`src/rtl/qrd_pkg.sv`:
```
// Shared definitions for the QRD-RLS systolic array cells: word format,
// the unity constant, cell state encoding and saturation bounds.
package qrd_pkg;

    localparam int DATA_LENGTH_DEF = 16;
    localparam int FRAC_BITS_DEF   = 14;
    localparam int ONE             = 1 << FRAC_BITS_DEF;

    localparam logic signed [DATA_LENGTH_DEF-1:0] SAT_MAX = {1'b0, {(DATA_LENGTH_DEF-1){1'b1}}};
    localparam logic signed [DATA_LENGTH_DEF-1:0] SAT_MIN = {1'b1, {(DATA_LENGTH_DEF-1){1'b0}}};

    typedef enum logic [2:0] {
        IDLE     = 3'd0,
        HAVE_ROT = 3'd1,
        HAVE_X   = 3'd2,
        MUL      = 3'd3,
        ACC      = 3'd4,
        HOLD     = 3'd5
    } cell_state_t;

endpackage

```
`src/rtl/fxp_round_sat.sv`:
```
// Round-half-up, drop FRAC fraction bits and clamp to OUT_W signed; flags clamping.
// Purely combinational (0 cycles); no flow control.
module fxp_round_sat #(
    parameter int IN_W  = 33,
    parameter int OUT_W = 16,
    parameter int FRAC  = 14
) (
    input  logic signed [IN_W-1:0]  din,
    output logic signed [OUT_W-1:0] dout,
    output logic                    sat
);

    // One guard bit so adding the half-LSB can never wrap.
    localparam int EXT_W = IN_W + 1;
    localparam int SH_W  = EXT_W - FRAC;

    localparam logic signed [EXT_W-1:0] HALF = EXT_W'(1) << (FRAC - 1);
    localparam logic signed [SH_W-1:0]  HI   = {{(SH_W-OUT_W+1){1'b0}}, {(OUT_W-1){1'b1}}};
    localparam logic signed [SH_W-1:0]  LO   = {{(SH_W-OUT_W+1){1'b1}}, {(OUT_W-1){1'b0}}};

    logic signed [EXT_W-1:0] rounded;
    logic signed [SH_W-1:0]  shifted;

    always_comb begin
        rounded = {din[IN_W-1], din} + HALF;
        shifted = rounded[EXT_W-1:FRAC];
        sat     = 1'b0;
        dout    = shifted[OUT_W-1:0];
        if (shifted > HI) begin
            dout = HI[OUT_W-1:0];
            sat  = 1'b1;
        end else if (shifted < LO) begin
            dout = LO[OUT_W-1:0];
            sat  = 1'b1;
        end
    end

endmodule

```
`src/rtl/internal_cell.sv`:
```
// QRD-RLS internal cell: applies rotation (c,s) to stored r and incoming x.
// out_valid 2 edges after capture completes; holds results while out_ready low.
module internal_cell
    import qrd_pkg::*;
#(
    parameter int DATA_LENGTH = DATA_LENGTH_DEF,
    parameter int FRAC_BITS   = FRAC_BITS_DEF
) (
    input  logic                   clk,
    input  logic                   rst,
    input  logic                   clear,
    input  logic [DATA_LENGTH-1:0] cos_in,
    input  logic [DATA_LENGTH-1:0] sine_in,
    input  logic                   rot_valid,
    output logic                   rot_ready,
    input  logic [DATA_LENGTH-1:0] x_in,
    input  logic                   x_valid,
    output logic                   x_ready,
    output logic [DATA_LENGTH-1:0] x_out,
    output logic [DATA_LENGTH-1:0] cos_out,
    output logic [DATA_LENGTH-1:0] sine_out,
    output logic                   out_valid,
    input  logic                   out_ready,
    output logic [DATA_LENGTH-1:0] r_out,
    output logic                   overflow
);

    localparam int W  = DATA_LENGTH;
    localparam int PW = 2 * DATA_LENGTH;
    localparam int SW = 2 * DATA_LENGTH + 1;

    cell_state_t state, state_nxt;

    logic signed [W-1:0]  c_q, s_q, x_q, r_q;
    logic signed [PW-1:0] p_cx, p_sr, p_sx, p_cr;
    logic signed [SW-1:0] sum_x, sum_r;
    logic signed [W-1:0]  x_new, r_new;
    logic                 sat_x, sat_r;
    logic                 rot_fire, x_fire;

    assign rot_ready = rst && (state == IDLE || state == HAVE_X);
    assign x_ready   = rst && (state == IDLE || state == HAVE_ROT);
    assign rot_fire  = rot_valid && rot_ready;
    assign x_fire    = x_valid && x_ready;
    assign r_out     = r_q;

    always_ff @(posedge clk or negedge rst) begin
        if (!rst) state <= IDLE;
        else      state <= state_nxt;
    end

    always_comb begin
        state_nxt = state;
        case (state)
            IDLE: begin
                if (rot_fire && x_fire) state_nxt = MUL;
                else if (rot_fire)      state_nxt = HAVE_ROT;
                else if (x_fire)        state_nxt = HAVE_X;
            end
            HAVE_ROT: if (x_fire)   state_nxt = MUL;
            HAVE_X:   if (rot_fire) state_nxt = MUL;
            MUL:      state_nxt = ACC;
            ACC:      state_nxt = HOLD;
            HOLD:     if (out_valid && out_ready) state_nxt = IDLE;
            default:  state_nxt = IDLE;
        endcase
    end

    // Sums carry one extra bit so the difference/sum of two full products cannot wrap.
    assign sum_x = {p_cx[PW-1], p_cx} - {p_sr[PW-1], p_sr};
    assign sum_r = {p_sx[PW-1], p_sx} + {p_cr[PW-1], p_cr};

    fxp_round_sat #(.IN_W(SW), .OUT_W(W), .FRAC(FRAC_BITS)) u_rs_x (
        .din  (sum_x),
        .dout (x_new),
        .sat  (sat_x)
    );

    fxp_round_sat #(.IN_W(SW), .OUT_W(W), .FRAC(FRAC_BITS)) u_rs_r (
        .din  (sum_r),
        .dout (r_new),
        .sat  (sat_r)
    );

    always_ff @(posedge clk or negedge rst) begin
        if (!rst) begin
            c_q       <= '0;
            s_q       <= '0;
            x_q       <= '0;
            r_q       <= '0;
            p_cx      <= '0;
            p_sr      <= '0;
            p_sx      <= '0;
            p_cr      <= '0;
            x_out     <= '0;
            cos_out   <= '0;
            sine_out  <= '0;
            out_valid <= 1'b0;
            overflow  <= 1'b0;
        end else begin
            overflow <= 1'b0;
            if (rot_fire) begin
                c_q <= cos_in;
                s_q <= sine_in;
            end
            if (x_fire) x_q <= x_in;
            // r is only read in MUL, so a clear on the capture edge is seen by that rotation.
            if (state == IDLE && clear) r_q <= '0;
            if (state == MUL) begin
                p_cx <= PW'(c_q) * PW'(x_q);
                p_sr <= PW'(s_q) * PW'(r_q);
                p_sx <= PW'(s_q) * PW'(x_q);
                p_cr <= PW'(c_q) * PW'(r_q);
            end
            if (state == ACC) begin
                r_q       <= r_new;
                x_out     <= x_new;
                cos_out   <= c_q;
                sine_out  <= s_q;
                out_valid <= 1'b1;
                overflow  <= sat_x | sat_r;
            end
            if (state == HOLD && out_valid && out_ready) out_valid <= 1'b0;
        end
    end

endmodule

```
`config.mk`:
```
export PLATFORM = sky130hd
export DESIGN_NAME = internal_cell
export DESIGN_NICKNAME = d
export VERILOG_FILES = /design/src/rtl/qrd_pkg.sv /design/src/rtl/fxp_round_sat.sv /design/src/rtl/internal_cell.sv
export SDC_FILE = /design/constraint.sdc
export NUM_CORES = 2
export LEC_CHECK = 0
export CAP_MARGIN = 20
export CORE_MARGIN = 4
export CORE_UTILIZATION = 50
export CTS_CLUSTER_DIAMETER = 100
export CTS_CLUSTER_SIZE = 28
export DETAILED_ROUTE_END_ITERATION = 8
export DONT_BUFFER_PORTS = 1
export GPL_ROUTABILITY_DRIVEN = 0
export GPL_TIMING_DRIVEN = 0
export SYNTH_ARGS = -nofsm -noshare
export SYNTH_HDL_FRONTEND = slang
export SYNTH_SLANG_ARGS = --single-unit
```
`constraint.sdc`:
```
create_clock -name clk -period 10.6 [get_ports clk]
set_input_delay 0 -clock clk [delete_from_list [all_inputs] [get_ports clk]]
set_output_delay 0 -clock clk [all_outputs]
set_load 0.005 [all_outputs]
```
==> metrics.txt <==
layout cells sized above 1 2.754%; Detailed Route Iter0 Violations 3,796; Die W 328.6 um; GRT Total Usage 34.02%; critical path type reg2reg; most common library cells after synthesis inv_1, fa_1, nand2_1, and2_1, ha_1; fin crit period 8.126 ns; Cell Rows 117; clk_skew 0.04611 ns; pin count of the biggest net entering global routing 246; Critical Path Start Type flop; Ports 122; Worst-path clk slew 0.10 ns; sequential area share after synthesis 11.93%; Rel. slew slack 16.42%; Die ar. 108,000 um2; count of cell types in the netlist 76; Worst Path Arrival 8.61 ns; f_max 0.1231 GHz; Worst R2R End p_cx[31]$_DFFE_PN0N_; initial antenna violation count 28; hold buffers post-CTS 51; CTS tree yes; Worst Path Max Fanout 10; status finished, violations left; Post-Syn Instances 5,550; H-tree levels 1; DRC violations left 0; Detailed Routing Iterations Pass 1 7; synthesis-to-layout area growth 6.967%; Wirelength per Cell 25.36 um; Overflow after GRT 0; Inserted Clock Buffers 21; Starting Density 50.45%; total routed wirelength 178,800 um; CTS root buf clkbuf_16; non-filler instance count after layout 7,048; Post-synth top flop dfrtp_1; Worst Hold Class in2async; EDFF count, synth 0; Slew Limit Fails 0; number of max-cap violations 0; Final ANT Viol Nets 0; first-pass GRT wire length 266,800 um; Post-Syn Area 51,400 um2; count leader, synth inv_1; number of global-route vias before repair 40,470; clk_lat worst skew 0.64 ns; top-area cell type share of the netlist area 40.82%; RSZ-0062 raised after global routing false; Max clock buf depth 3; # resized after CTS 0; Worst Max-Slew Pin Slew 1.254 ns; Core ar. 101,900 um2; cells taking the most area after synthesis fa_1, dfrtp_1, ha_1; Critical Path Sink Type flop; Yosys reg bits 245; Final #Nets 7,204; critical path endpoint p_cx[31]$_DFFE_PN0N_; Hold Fails Final Rpt 8; input/output buffers 0; syn_nets 7,104; Setup TNS 0 ns; RR Startpoint c_q[15]$_DFFE_PN0P_; Synth area leader fa_1; Req. time, crit path 11.08 ns; number of post-CTS setup repair buffers 0; YS warnings 0; crit path from c_q[15]$_DFFE_PN0P_; FILL cells 9,508; final setup fails 0; hold slack -0.02505 ns; Avg Vias per Cell 5.481; failing checks negative hold slack; HPWL Detailed 148,500 um; Die Span Y 328.6 um; part of the cycle the worst path needs 76.66%; ys async rst share 100.0%; syn avg cell area 9.261 um2; Reg2Reg Setup Slack 2.47 ns; Cells after DPL 6,935; number of cells on the worst reg-to-reg path 23; Sink Count 245; total via count in the routed design 38,630
[cell type report]
| cell class | instances | area (um2) | share of cell area, % |
|---|---|---|---|
| well taps | 1368 | 1712 | 3.113 |
| multi-input cells | 3855 | 39810 | 72.40 |
| clock inverters | 15 | 310.3 | 0.5644 |
| repair buffers | 77 | 973.4 | 1.771 |
| clock buffers | 22 | 539.3 | 0.9808 |
| diodes | 16 | 40.04 | 0.07282 |
| flip-flops and latches | 245 | 6131 | 11.15 |
| inverters | 1202 | 4512 | 8.206 |
| plain buffers | 248 | 957.2 | 1.741 |
[routing by layer]
metal	GRT usage (%)	share of wire [%]	vias up	wire (um)
met2	48.78	40	2123	72320
met4	18.59	7.3	16	12990
li1	-	-	16870	-
met5	0.3623	0.082	-	147
met3	12.55	13	553	22830
met1	44.74	39	19070	70480
[cells in the final DEF, fill, tap and decap left out, drive strengths merged, types with 4 or more instances in the layout]
master,synthesis,routed
a211oi,15,15
a21oi,142,142
clkinv,1,9
a2111oi,5,5
buf,9,36
and4,8,8
mux2,47,47
a21o,72,72
a31o,6,6
dlygate4sd3,0,50
nand2,789,789
nor3b,4,4
nand2b,31,31
and3,16,16
o21a,11,11
a221o,16,16
dfrtp,245,245
diode,0,16
o31ai,11,11
clkbuf,239,261
nand4,13,13
inv,1201,1208
nor3,24,24
and2,506,506
xnor2,105,105
xor2,70,70
nand3,35,35
nor2b,16,16
a31oi,12,12
o211ai,6,6
or2,6,6
o21bai,23,23
o21ai,193,193
or3,14,14
nor2,113,113
ha,452,452
fa,1048,1048
a211o,4,4
[cells by family (layout without fill, tap and decap cells)]
| group | count (synthesis) | after routing | synth area share (%) |
|---|---|---|---|
| AND/OR/NAND/NOR | 1586 | 1586 | 14.87 |
| adder cells (fa/ha/maj) | 1500 | 1500 | 51.82 |
| buffers and inverters | 1450 | 1564 | 10.64 |
| AO/OA/AOI/OAI | 545 | 545 | 6.689 |
| flip-flops | 245 | 245 | 11.93 |
| XOR/XNOR | 175 | 175 | 2.982 |
| multiplexers | 49 | 49 | 1.069 |
| other | 0 | 16 | 0 |
[state kept, by name, summed over array words and instances (netlist names)]
register / cells
state: 3
x_out: 16
out_valid: 1
cos_out: 16
p_sr: 32
s_q: 16
sine_out: 16
r_out: 16
p_sx: 32
p_cr: 32
c_q: 16
p_cx: 32
x_q: 16
overflow: 1
[worst min-delay path by stage]
stage,start,endpoint,cells past startpoint
finish,rst,cos_out[3]$_DFFE_PN0P_,2
global route,sine_in[9],s_q[9]$_DFFE_PN0P_,2
CTS,x_valid,x_q[6]$_DFFE_PN0P_,3
detailed placement,rst,x_q[9]$_DFFE_PN0P_,0
global placement,rst,x_q[9]$_DFFE_PN0P_,0
floorplan,rst,c_q[0]$_DFFE_PN0P_,0
[critical path, cell delays in order, from the launching register on]
cell and delay [ns]:
dfrtp_1 0.34, clkbuf_1 0.62, clkbuf_1 0.90, nand2_1 0.33
fa_1 0.62, inv_1 0.07, fa_1 0.79, fa_1 0.53
fa_1 0.51, fa_1 0.49, inv_1 0.05, fa_1 0.47
inv_1 0.04, ha_1 0.36, a21oi_1 0.16, nor2b_1 0.06
o21ai_0 0.15, nand2b_1 0.08, o21ai_0 0.25, a31oi_1 0.20
or4_1 0.44, a31oi_1 0.24, xnor2_1 0.20, o21ai_1 0.09
[through the flow]
step           worst slack, ns  util (%)  instance area (um2)  hold slack [ns]
4_1_cts                  2.468     53.78                54800          0.02571
3_3_place_gp             2.526     52.13                53110          -0.2854
5_1_grt                  2.186     53.93                54950          0.05057
2_1_floorplan            4.231         -                51400          -0.2956
6_report                 2.474     53.96                54980         -0.02505
3_5_place_dp             2.518     52.43                53420          -0.2831
Power is not shown: default switching activity piles up to over one toggle a cycle in this logic, so the estimate is an artifact.
